## src/rtl/dll_delay_ctrl.sv

```systemverilog
// Delay-line control for the FMDLL loop: SAR search of Q, then +/-1 tracking
// with lock declared after sustained dithering about the optimum code.
module dll_delay_ctrl #(
   parameter int QW       = 10,
   parameter int LOCK_CNT = 4,
   parameter int CW       = 3
) (
   input  logic          clk_ext,
   input  logic          Reset_n,
   input  logic          enable,
   input  logic          start,
   input  logic          COMP,
   input  logic [1:0]    M_counter,
   input  logic [3:0]    N_counter,
   input  logic [1:0]    M,
   input  logic [3:0]    N,
   output logic [QW-1:0] Q,
   output logic [QW-1:0] Q_next,
   output logic          update,
   output logic          sar_done,
   output logic          lock,
   output logic          busy
);

   localparam int IW = (QW > 1) ? $clog2(QW) : 1;
   localparam logic [CW-1:0] LOCK_MAX = CW'(LOCK_CNT);
   localparam logic [IW-1:0] IDX_TOP  = IW'(QW - 1);

   typedef enum logic [1:0] {IDLE, SAR, TRACK, LOCKED} state_t;

   state_t        state, state_nx;
   logic [QW-1:0] q_d, q_sar, q_trk;
   logic [IW-1:0] idx, idx_nx;
   logic [CW-1:0] rev_cnt, run_cnt, rev_nx, run_nx;
   logic          dir_prev, dir_prev_nx, dir_vld, dir_vld_nx;
   logic          sar_done_nx, lock_nx, load;
   logic          win, win_d, strobe;

   function automatic logic [CW-1:0] sat_inc(input logic [CW-1:0] v);
      return (v >= LOCK_MAX) ? v : v + CW'(1);
   endfunction

   assign win    = (M_counter == M) && (N_counter == N);
   assign strobe = win & ~win_d;
   assign busy   = (state != IDLE);

   // Candidate codes for the current COMP; shared by the preview and the update.
   always_comb begin
      q_sar = Q;
      if (!COMP) q_sar[idx] = 1'b0;
      if (idx != '0) q_sar[idx - IW'(1)] = 1'b1;
      if (COMP) q_trk = (&Q) ? Q : Q + QW'(1);
      else      q_trk = (|Q) ? Q - QW'(1) : Q;
      case (state)
         SAR:          Q_next = q_sar;
         TRACK, LOCKED: Q_next = q_trk;
         default:      Q_next = Q;
      endcase
   end

   always_comb begin
      state_nx    = state;
      q_d         = Q;
      idx_nx      = idx;
      rev_nx      = rev_cnt;
      run_nx      = run_cnt;
      dir_prev_nx = dir_prev;
      dir_vld_nx  = dir_vld;
      sar_done_nx = sar_done;
      lock_nx     = lock;
      load        = 1'b0;
      if (!enable) begin
         state_nx    = IDLE;
         lock_nx     = 1'b0;
         sar_done_nx = 1'b0;
         rev_nx      = '0;
         run_nx      = '0;
         dir_vld_nx  = 1'b0;
      end else begin
         case (state)
            IDLE: if (start) begin
               q_d         = {1'b1, {(QW-1){1'b0}}};
               idx_nx      = IDX_TOP;
               sar_done_nx = 1'b0;
               load        = 1'b1;
               state_nx    = SAR;
            end
            SAR: if (strobe) begin
               q_d = q_sar;
               if (idx != '0) idx_nx = idx - IW'(1);
               else begin
                  state_nx    = TRACK;
                  sar_done_nx = 1'b1;
                  rev_nx      = '0;
                  run_nx      = '0;
                  dir_vld_nx  = 1'b0;
               end
            end
            default: if (strobe) begin
               q_d         = q_trk;
               dir_prev_nx = COMP;
               dir_vld_nx  = 1'b1;
               // The first tracking strobe only seeds dir_prev.
               if (dir_vld) begin
                  if (COMP != dir_prev) begin
                     rev_nx = sat_inc(rev_cnt);
                     run_nx = '0;
                  end else begin
                     run_nx = sat_inc(run_cnt);
                     rev_nx = '0;
                  end
               end
               if (state == TRACK && rev_nx >= LOCK_MAX) begin
                  state_nx = LOCKED;
                  lock_nx  = 1'b1;
               end else if (state == LOCKED && run_nx >= LOCK_MAX) begin
                  state_nx = TRACK;
                  lock_nx  = 1'b0;
                  rev_nx   = '0;
                  run_nx   = '0;
               end
            end
         endcase
      end
   end

   always_ff @(posedge clk_ext or negedge Reset_n) begin
      if (!Reset_n) begin
         state    <= IDLE;
         Q        <= '0;
         idx      <= IDX_TOP;
         rev_cnt  <= '0;
         run_cnt  <= '0;
         dir_prev <= 1'b0;
         dir_vld  <= 1'b0;
         sar_done <= 1'b0;
         lock     <= 1'b0;
         update   <= 1'b0;
         win_d    <= 1'b0;
      end else begin
         state    <= state_nx;
         Q        <= q_d;
         idx      <= idx_nx;
         rev_cnt  <= rev_nx;
         run_cnt  <= run_nx;
         dir_prev <= dir_prev_nx;
         dir_vld  <= dir_vld_nx;
         sar_done <= sar_done_nx;
         lock     <= lock_nx;
         update   <= load | (q_d != Q);
         win_d    <= win;
      end
   end

endmodule

```

## config.mk

```make
export PLATFORM = sky130hd
export DESIGN_NAME = dll_delay_ctrl
export DESIGN_NICKNAME = d
export VERILOG_FILES = /design/src/rtl/dll_delay_ctrl.sv
export SDC_FILE = /design/constraint.sdc
export NUM_CORES = 1
export LEC_CHECK = 0
export ABC_AREA = 1
export CORE_MARGIN = 4
export CORE_UTILIZATION = 50
export DETAILED_ROUTE_END_ITERATION = 7
export GPL_TIMING_DRIVEN = 1
export HOLD_SLACK_MARGIN = 0.06
export PLACE_DENSITY = 0.72
export SYNTH_ARGS = -nofsm -noshare
export SYNTH_HDL_FRONTEND = slang
export SYNTH_SLANG_ARGS = --single-unit
```

## constraint.sdc

```tcl
create_clock -name clk_ext -period 2.9 [get_ports clk_ext]
set_input_delay 0.29 -clock clk_ext [delete_from_list [all_inputs] [get_ports clk_ext]]
set_output_delay 0.29 -clock clk_ext [all_outputs]
set_load 0.1 [all_outputs]
```

## Word level (Yosys, flattened, before mapping)

Cells that the tools add are included.

- Reductions and logical operators: 19
- Muxes and demuxes: 69
- Bitwise logic cells: 7
- Magnitude comparators: 8
- Equality and inequality tests: 20
- Add/sub/neg operators: 5

Operators by type and width:

| kind | count |
|---|---|
| $mux 10 | 9 |
| $mux 3 | 22 |
| $pmux 10 s2 | 2 |
| $mux 1 | 18 |
| $mux 2 | 7 |
| $ge 3x3->1 const B | 4 |
| $mux 4 | 3 |
| $pmux 3 s2 | 2 |
| $add 10x1->10 const B | 1 |
| $and 10x10->10 | 1 |
| $lt 4x5->1 const B | 2 |
| $ne 10x10->1 | 1 |
| $ne 2x2->1 const B | 5 |
| $not 10->10 | 1 |
| $or 10x10->10 | 1 |
| $reduce_and 10->1 | 1 |
| $reduce_and 5->1 | 2 |
| $reduce_or 10->1 | 1 |
| $sub 10x1->10 const B | 1 |
| $ne 3x1->1 const B | 3 |
| $ne 3x3->1 const B | 3 |
| $reduce_and 3->1 | 3 |
| $demux 1 s4 | 2 |
| $ge 4x1->1 const B | 2 |
| other kinds (21) | 31 |

- Input bits: 17
- Word-level logic and storage cells: 139
- Register bits: 28

## Longest topological paths before layout

Gate-level depths: netlist of the first run.

- Word-level depth: 14
- Mapped depth: 19
- Gate-level depth less buffers: 18

## Least setup slack after synthesis of the first run

OpenSTA, ideal clock, no wires.

- Path type: flip-flop to output port
- From: reg Q[0]
- To: out Q_next[1]
- Arrival time: 3656 ps
- Slack: -1046 ps
- Data required time: 2610 ps
- Cell stages (with the launch flop): 11
- Path buffers: 1
- Path through: dfrtp_1 buf_2 inv_1 ha_1 nand2_1 nor2_1 nand3_2 a21oi_1 o21ai_1 nand2_1 o221ai_1

- Longest elaborated chain between the ends: 4
- Elaborated cells on any way between the ends: 8

RTL lines:

| what | line | source |
|---|---|---|
| start, declared | 17 | `output logic [QW-1:0] Q,` |
| start signal, assigned | 142 | `Q <= q_d;` |
| $sub 10x1->10 (tied with other cells) | 53 | `else q_trk = (\|Q) ? Q - QW'(1) : Q;` |
| $mux 10 (on tied branches) | 53, 52 |  |
| $mux 10 * | 52 | `if (COMP) q_trk = (&Q) ? Q : Q + QW'(1);` |
| $pmux 10 s2 * | 54 | `case (state)` |
| end, declared | 18 | `output logic [QW-1:0] Q_next,` |

Mark *: on every way between the ends. The rest lies on a longest branch, timed or not.

## Worst setup path after layout of the first run

- From: reg Q[0]
- To: out Q_next[0]

- Longest elaborated chain between the ends: 5
- Elaborated cells on any way between the ends: 12

RTL lines:

| what | line |
|---|---|
| branches (longest 4 deep; another with $sub 10x1->10) | - |
| $pmux 10 s2 * | 54 |

Every way passes the cells marked *.

==> results of run 1 <==
## cells by family after synthesis
group / share of synthesized area [%]
flops: 21.2
xor+xnor: 2.12
compound gates: 12.5
fa+ha+maj: 4.53
buf+inv: 13.0
simple gates: 46.6
## critical path: cells and delay by family (launching register included)
kind | cells | cell delay [ns]
AOI/OAI and AO/OA | 1 | 0.34
DFF | 1 | 0.59
and+or+nand+nor | 7 | 0.66
buffers and inverters | 2 | 0.40
adders and majority gates | 1 | 0.18
## path summary, 6_finish.rpt
path,from,endpoint,slack (ns),cells after the start
setup reg to reg,Q[0],update,0.47,17
max in group asynchronous,Reset_n,idx[3],1.53,2
hold reg to reg,dir_prev,dir_prev,0.52,2
hold / removal,dir_prev,dir_prev,0.52,2
setup / recovery,Q[0],Q_next[0],0.16,11
min in group asynchronous,Reset_n,Q[3],0.57,1
## through the flow
| step | std cells | setup slack, ns | utilization (%) | hold WS [ns] | TNS, ns |
|---|---|---|---|---|---|
| after floorplan | 556 | -0.549 | - | -0.00559 | -2.96 |
| after global placement | 658 | 0.386 | 60.0 | 0.480 | 0 |
| after detailed placement | 658 | 0.285 | 60.0 | 0.483 | 0 |
| after CTS | 662 | 0.150 | 61.1 | 0.521 | 0 |
| after global routing | 662 | 0.00668 | 61.2 | 0.587 | 0 |
| final | 662 | 0.157 | 61.2 | 0.517 | 0 |
## layout make-up
class	count	area [um^2]
fillers	615	2480
multi-input cells	435	2220
flip-flops and latches	28	721
repair buffers	47	518
inverters	71	284
well taps	77	96.3
clock buffers	3	41.3
clock inverters	1	30.0
## placed cells by master (no fill, tap or decap), types with 2 or more instances in the layout
cell / n
o221ai_2: 4
o211ai_1: 2
dfrtp_1: 16
nand2_2: 4
nor3_1: 3
nand2_1: 222
nor2_2: 7
xor2_1: 7
ha_1: 11
o22ai_1: 4
buf_12: 10
dfrtp_4: 2
nand3_2: 6
clkbuf_8: 3
o21ai_0: 40
inv_2: 10
dfrtp_2: 8
nand3_1: 48
a21oi_1: 5
o21ai_1: 7
o221ai_1: 6
nor2_1: 29
buf_4: 21
inv_1: 57
nor2_4: 6
dfstp_2: 2
nand4_1: 14
clkdlybuf4s50_1: 16
## what timing repair did
action	4_1_cts	5_1_grt
setup endpoints to repair	0	1
gates resized for setup	0	1
setup buffers	0	0
## state kept, by name, summed over array words and instances (netlist names), 2 cells and up
register / cells
Q: 10
idx: 4
rev_cnt: 3
run_cnt: 3
state: 2
## per-layer routing
metal  GRT usage (%)  wire length (um)  up-vias
li1                -                 -     1844
met1            34.4              4270     1707
met2            45.1              4780      159
met3            2.40               586       38
met4            12.4               449        0
met5               0                 0        -
==> results.md, run 1 <==
- Synthesized net count: 585
- Startpoint types: flip-flop
- Largest area contributor in the netlist: nand2_1
- Hold crit path type: reg2reg
- # hold bufs at CTS: 0
- Slew headroom: between 20% and 30%
- GRT Total Usage: 26.7%
- Crit path max-delay cell type: dfrtp_4
- Top cells by count, synth: nand2_1 (223), inv_1 (58), nand3_1 (48)
- Cell mode on critical path: nand2_1
- Cells after synthesis: 556
- WL/cell: 15.2 um
- Hold Fails Final Rpt: 0
- Drt total wl: 10100 um
- Die H: approximately 89 um
- Worst path cell trace: clkinvlp_4, ha_4, nand2_1, nor2_1, nand3_2, nand2_1, nand2_1, nand2_1, nand2_1, o221ai_1, buf_12
- Total of max-cap violations: 0
- First-pass detailed-route iteration total: 5
- Number of global-route vias before repair: about 3600
- Setup repair after global routing missed its margin: false
- Fmax: 365 MHz
- Netlist cell types: 40
- Crit Path Class: reg2out
- Port bufs: 40
- Synthesis Warnings: 0
- Final ANT Viol Nets: 0
- Antenna violations before repair: 0
- Starting Density: 51.9%
- Grt total ovfl: 0
- Die area: 7990 um^2
- Post-route cell area: just under 4000 um^2
- Slew Limit Fails: 0
- Clk_skew: 0.0102 ns
- First-pass GRT wire length: 16800 um
- Clk slew on worst S/H paths: 0.11 ns
- Yosys reg bits: 28
- Share of cells above drive strength 1: between 10% and 20%
- Mapped Area: 3310 um^2
- # DRC: 0
- Outcome: completed
- Yosys top cell area share: 25.3%
- Top FF cell, synth: dfrtp_1
- Register area share after synthesis: 21.2%
- Count of flip-flops with a built-in enable after synthesis: 0
- Worst skew pair latency: 0.29 ns
- DR iter-0 viols: 188
- Most frequent cell after synthesis: nand2_1
- Endpoints failing setup: 0
- Largest net degree at the start of global routing: 21
- Vias: 3748
- Top Ports: 41
- Final period utilization: a little over nine tenths
- Max H-tree Level: 1
- CTS Buf Count: 3
- Synth async-reset ratio: between 90% and 100%
- CP arrival: 2.45 ns
- Final HPWL DP: 7610 um
- CTS Root Cell: clkbuf_8
- Drt via density: 5.66
- Antenna cells: 0
- Top cells by area, synth: nand2_1 (25%), dfrtp_1 (20%), nand3_1 (7.3%), inv_1 (6.6%), o21ai_0 (6.0%)
- Mean post-synth cell area: 5.96 um^2
- Critical Path RT: ~2.6 ns
- Placement Cell Area: 3830 um^2
- Row count: 29
- Final RePlAce weighted congestion: 0.950
- Clk sink count: 28
- NumNets Final: 615
- Crit path max fanout: 13
- Core ar.: between 6000 and 7000 um^2
- Max stage delay on crit path: 0.59 ns
- Final worst path period need: roughly 2.7 ns
- Die Wd: 89.4 um
- Crit path capture type: output pin
- CTS tree: built
- Worst Tran Pin Value: 1.07 ns
- Clock Path Buffers: 2
- Area grow syn2layout: 18.0%
Power of run 1 is left out: the tool's default activity adds up to more than one toggle a clock period on the data nets, which glitch-free logic cannot reach.
==> run 2, diff against run 1 <==
--- a/config.mk
+++ b/config.mk
@@ -6,12 +6,13 @@
 export NUM_CORES = 1
 export LEC_CHECK = 0
 export ABC_AREA = 1
-export CORE_MARGIN = 4
+export CORE_MARGIN = 1.5
 export CORE_UTILIZATION = 50
 export DETAILED_ROUTE_END_ITERATION = 7
 export GPL_TIMING_DRIVEN = 1
 export HOLD_SLACK_MARGIN = 0.06
 export PLACE_DENSITY = 0.72
+export SETUP_SLACK_MARGIN = 0.15
 export SYNTH_ARGS = -nofsm -noshare
 export SYNTH_HDL_FRONTEND = slang
 export SYNTH_SLANG_ARGS = --single-unit
==> run 2 against run 1 <==
First-iteration DRC count grew 99%. Clock skew shrank 0.0075 ns. Die area shrank 11%. Utilization grew 0.61 points. Worst setup slack gained 0.058 ns. Highest routed layer unchanged. Non-clock buffer count grew 2. Critical path depth shrank 2. Sequential share of layout area shrank 0.18 points. Sequential cell count is the same. Maximum frequency grew 2.2%. Cell count grew 0.45%.
==> results.md, run 2 (same netlist as run 1, synthesis figures left out) <==
- Crit Path Class: reg2out (unchanged)
- Clk sink count: 28 (unchanged)
- Worst path cell trace: inv_2, ha_4, nand2_1, nor2_1, nand3_1, o21ai_1, nand2_1, o221ai_2, buf_12 (was clkinvlp_4, ha_4, nand2_1, nor2_1, nand3_2, nand2_1, nand2_1, nand2_1, nand2_1, o221ai_1, buf_12)
- First-pass detailed-route iteration total: 5 (unchanged)
- Worst Setup EP: Q_next[1] (was Q_next[0])
- Number of global-route vias before repair: 3483 (was 3618)
- Outcome: completed (unchanged)
- Hold crit path type: in2async (was reg2reg)
- Crit path capture type: output pin (unchanged)
- Max stage delay on crit path: 0.56 ns (was 0.59 ns)
- # DRC: 0 (unchanged)
- Final worst path period need: 2.69 ns (was 2.74 ns)
- PnR worst setup slack: 0.215 ns (was 0.157 ns)
- Final HPWL DP: 7420 um (was 7610 um)
- Crit path max fanout: 9 (was 13)
- Crit path max-delay cell type: dfrtp_4 (unchanged)
- DP Worst Slack: 0.314 ns (was 0.285 ns)
- Final ANT Viol Nets: 0 (unchanged)
- Crit path depth: 9 (was 11)
- Port bufs: 40 (unchanged)
- Die area: 7120 um^2 (was 7990 um^2)
- Commonest non-fill, non-tap cell in the layout: nand2_1 (unchanged)
- Crit Reg-Reg Endpoint: update (unchanged)
- Drt total wl: 9940 um (was 10100 um)
- Critical Path RT: 2.61 ns (about the same)
- Dpl cells: 657 (was 658)
- R2r startpoint: Q[1] (was Q[0])
- Drt via density: 5.63 (was 5.66)
- WL/cell: 14.9 um (was 15.2 um)
- Slew Limit Fails: 0 (unchanged)
- Cell mode on critical path: nand2_1 (unchanged)
- Startpoint types: flip-flop (unchanged)
- # hold bufs at CTS: 0 (unchanged)
- Row count: 29 (unchanged)
- Final std cells w/o fill: 665 (was 662)
- Antenna violations before repair: 0 (unchanged)
- Worst Tran Pin Value: 0.651 ns (was 1.07 ns)
- Vias: 3745 (was 3748)
- FF-to-FF setup slack: 0.38 ns (was 0.47 ns)
- Commonest cells after routing, fill and taps aside: nand2_1 (222), inv_1 (57), nand3_1 (49) (was nand2_1 (222), inv_1 (57), nand3_1 (48))
- Largest net degree at the start of global routing: 29 (was 21)
- First-pass GRT wire length: 16500 um (was 16800 um)
- Worst Setup SP: Q[1] (was Q[0])
- Area grow syn2layout: 19.2% (was 18.0%)
- Biggest regs: Q x10, idx x4 (unchanged)
- Core ar.: 6390 um^2 (unchanged)
- GRT Total Usage: 28.4% (was 26.7%)
- Largest Register: Q (unchanged)
- Worst skew pair latency: 0.29 ns (about the same)
- Final period utilization: 92.6% (was 94.6%)
- Hold WS: 0.378 ns (was 0.517 ns)
- Clock Path Buffers: 2 (unchanged)
- Slew headroom: 56.3% (was 28.1%)
- Setup repair after global routing missed its margin: true (was false)
- CP arrival: 2.40 ns (was 2.45 ns)
- Max H-tree Level: 1 (unchanged)
- Share of cells above drive strength 1: 16.8% (was 16.1%)
- Max reg flops: 10 (unchanged)
- NumNets Final: 618 (was 615)
- Hold Fails Final Rpt: 0 (unchanged)
- Final RePlAce weighted congestion: 0.952 (was 0.950)
- CP top delay family: simple AND/OR/NAND/NOR gates (unchanged)
- Fmax: 372 MHz (was 365 MHz)
- Grt total ovfl: 0 (unchanged)
- CTS Root Cell: clkbuf_8 (unchanged)
- Clk slew on worst S/H paths: 0.11 ns (about the same)
- Clk_skew: 0.00268 ns (was 0.0102 ns)
- DR iter-0 viols: 374 (was 188)
- Die H: 84.4 um (was 89.4 um)
- R2R depth: 17 (unchanged)
- Starting Density: 51.9% (unchanged)
- Top Ports: 41 (unchanged)
- Setup TNS: 0 ns (unchanged)
- CP bufs+invs: 2 (unchanged)
- CTS Buf Count: 3 (unchanged)
- CTS tree: built (unchanged)
- Total of max-cap violations: 0 (unchanged)
- Antenna cells: 0 (unchanged)
- Die Wd: 84.4 um (was 89.4 um)
- Endpoints failing setup: 0 (unchanged)
[run 2: area by class of cell]
cell class              instances  area [um^2]
repair buffers                 49          533
inverters                      71          284
flip-flops and latches         28          721
clock inverters                 1         30.0
multi-input cells             436         2240
clock buffers                   3         41.3
well taps                      77         96.3
fillers                       603         2440
[run 2: what timing repair did]
| item | in CTS | in global routing |
|---|---|---|
| gates resized for setup | 0 | 4 |
| setup endpoints to repair | 0 | 5 |
| buffers inserted | 0 | 3 |
[run 2: per-layer routing]
layer / vias to the layer above / global-route usage [%] / share of wire (%)
li1: 1848 / - / -
met4: 0 / 8.80 / 1.6
met1: 1727 / 37.5 / 44
met5: - / 0 / 0
met2: 151 / 49.6 / 49
met3: 19 / 2.36 / 5.3
[run 2: worst min path at each step]
stage	from	endpoint	slack, ns
2_1_floorplan	Reset_n	Q[2]	-0.006
3_3_place_gp	sar_done	sar_done	0.48
3_5_place_dp	sar_done	sar_done	0.49
4_1_cts	Reset_n	Q[0]	0.38
5_1_grt	Reset_n	Q[0]	0.41
6_report	Reset_n	Q[0]	0.38
[run 2: per-stage QoR]
step                instance area, um^2  utilization [%]
global route                       3950             61.8
detailed placement                 3830             59.9
CTS                                3900             61.0
finish                             3950             61.8
global placement                   3830             59.9
floorplan                          3380                -
Power of run 2 is left out for the same reason.
==> run 3, diff against run 2 <==
--- a/config.mk
+++ b/config.mk
@@ -13,6 +13,7 @@
 export HOLD_SLACK_MARGIN = 0.06
 export PLACE_DENSITY = 0.72
 export SETUP_SLACK_MARGIN = 0.15
+export SKIP_CTS_REPAIR_TIMING = 1
 export SYNTH_ARGS = -nofsm -noshare
 export SYNTH_HDL_FRONTEND = slang
 export SYNTH_SLANG_ARGS = --single-unit
==> results of run 3 <==
No change in the layout: final DEF, timing and power equal those of run 2.
Power of run 3 is left out for the same reason.
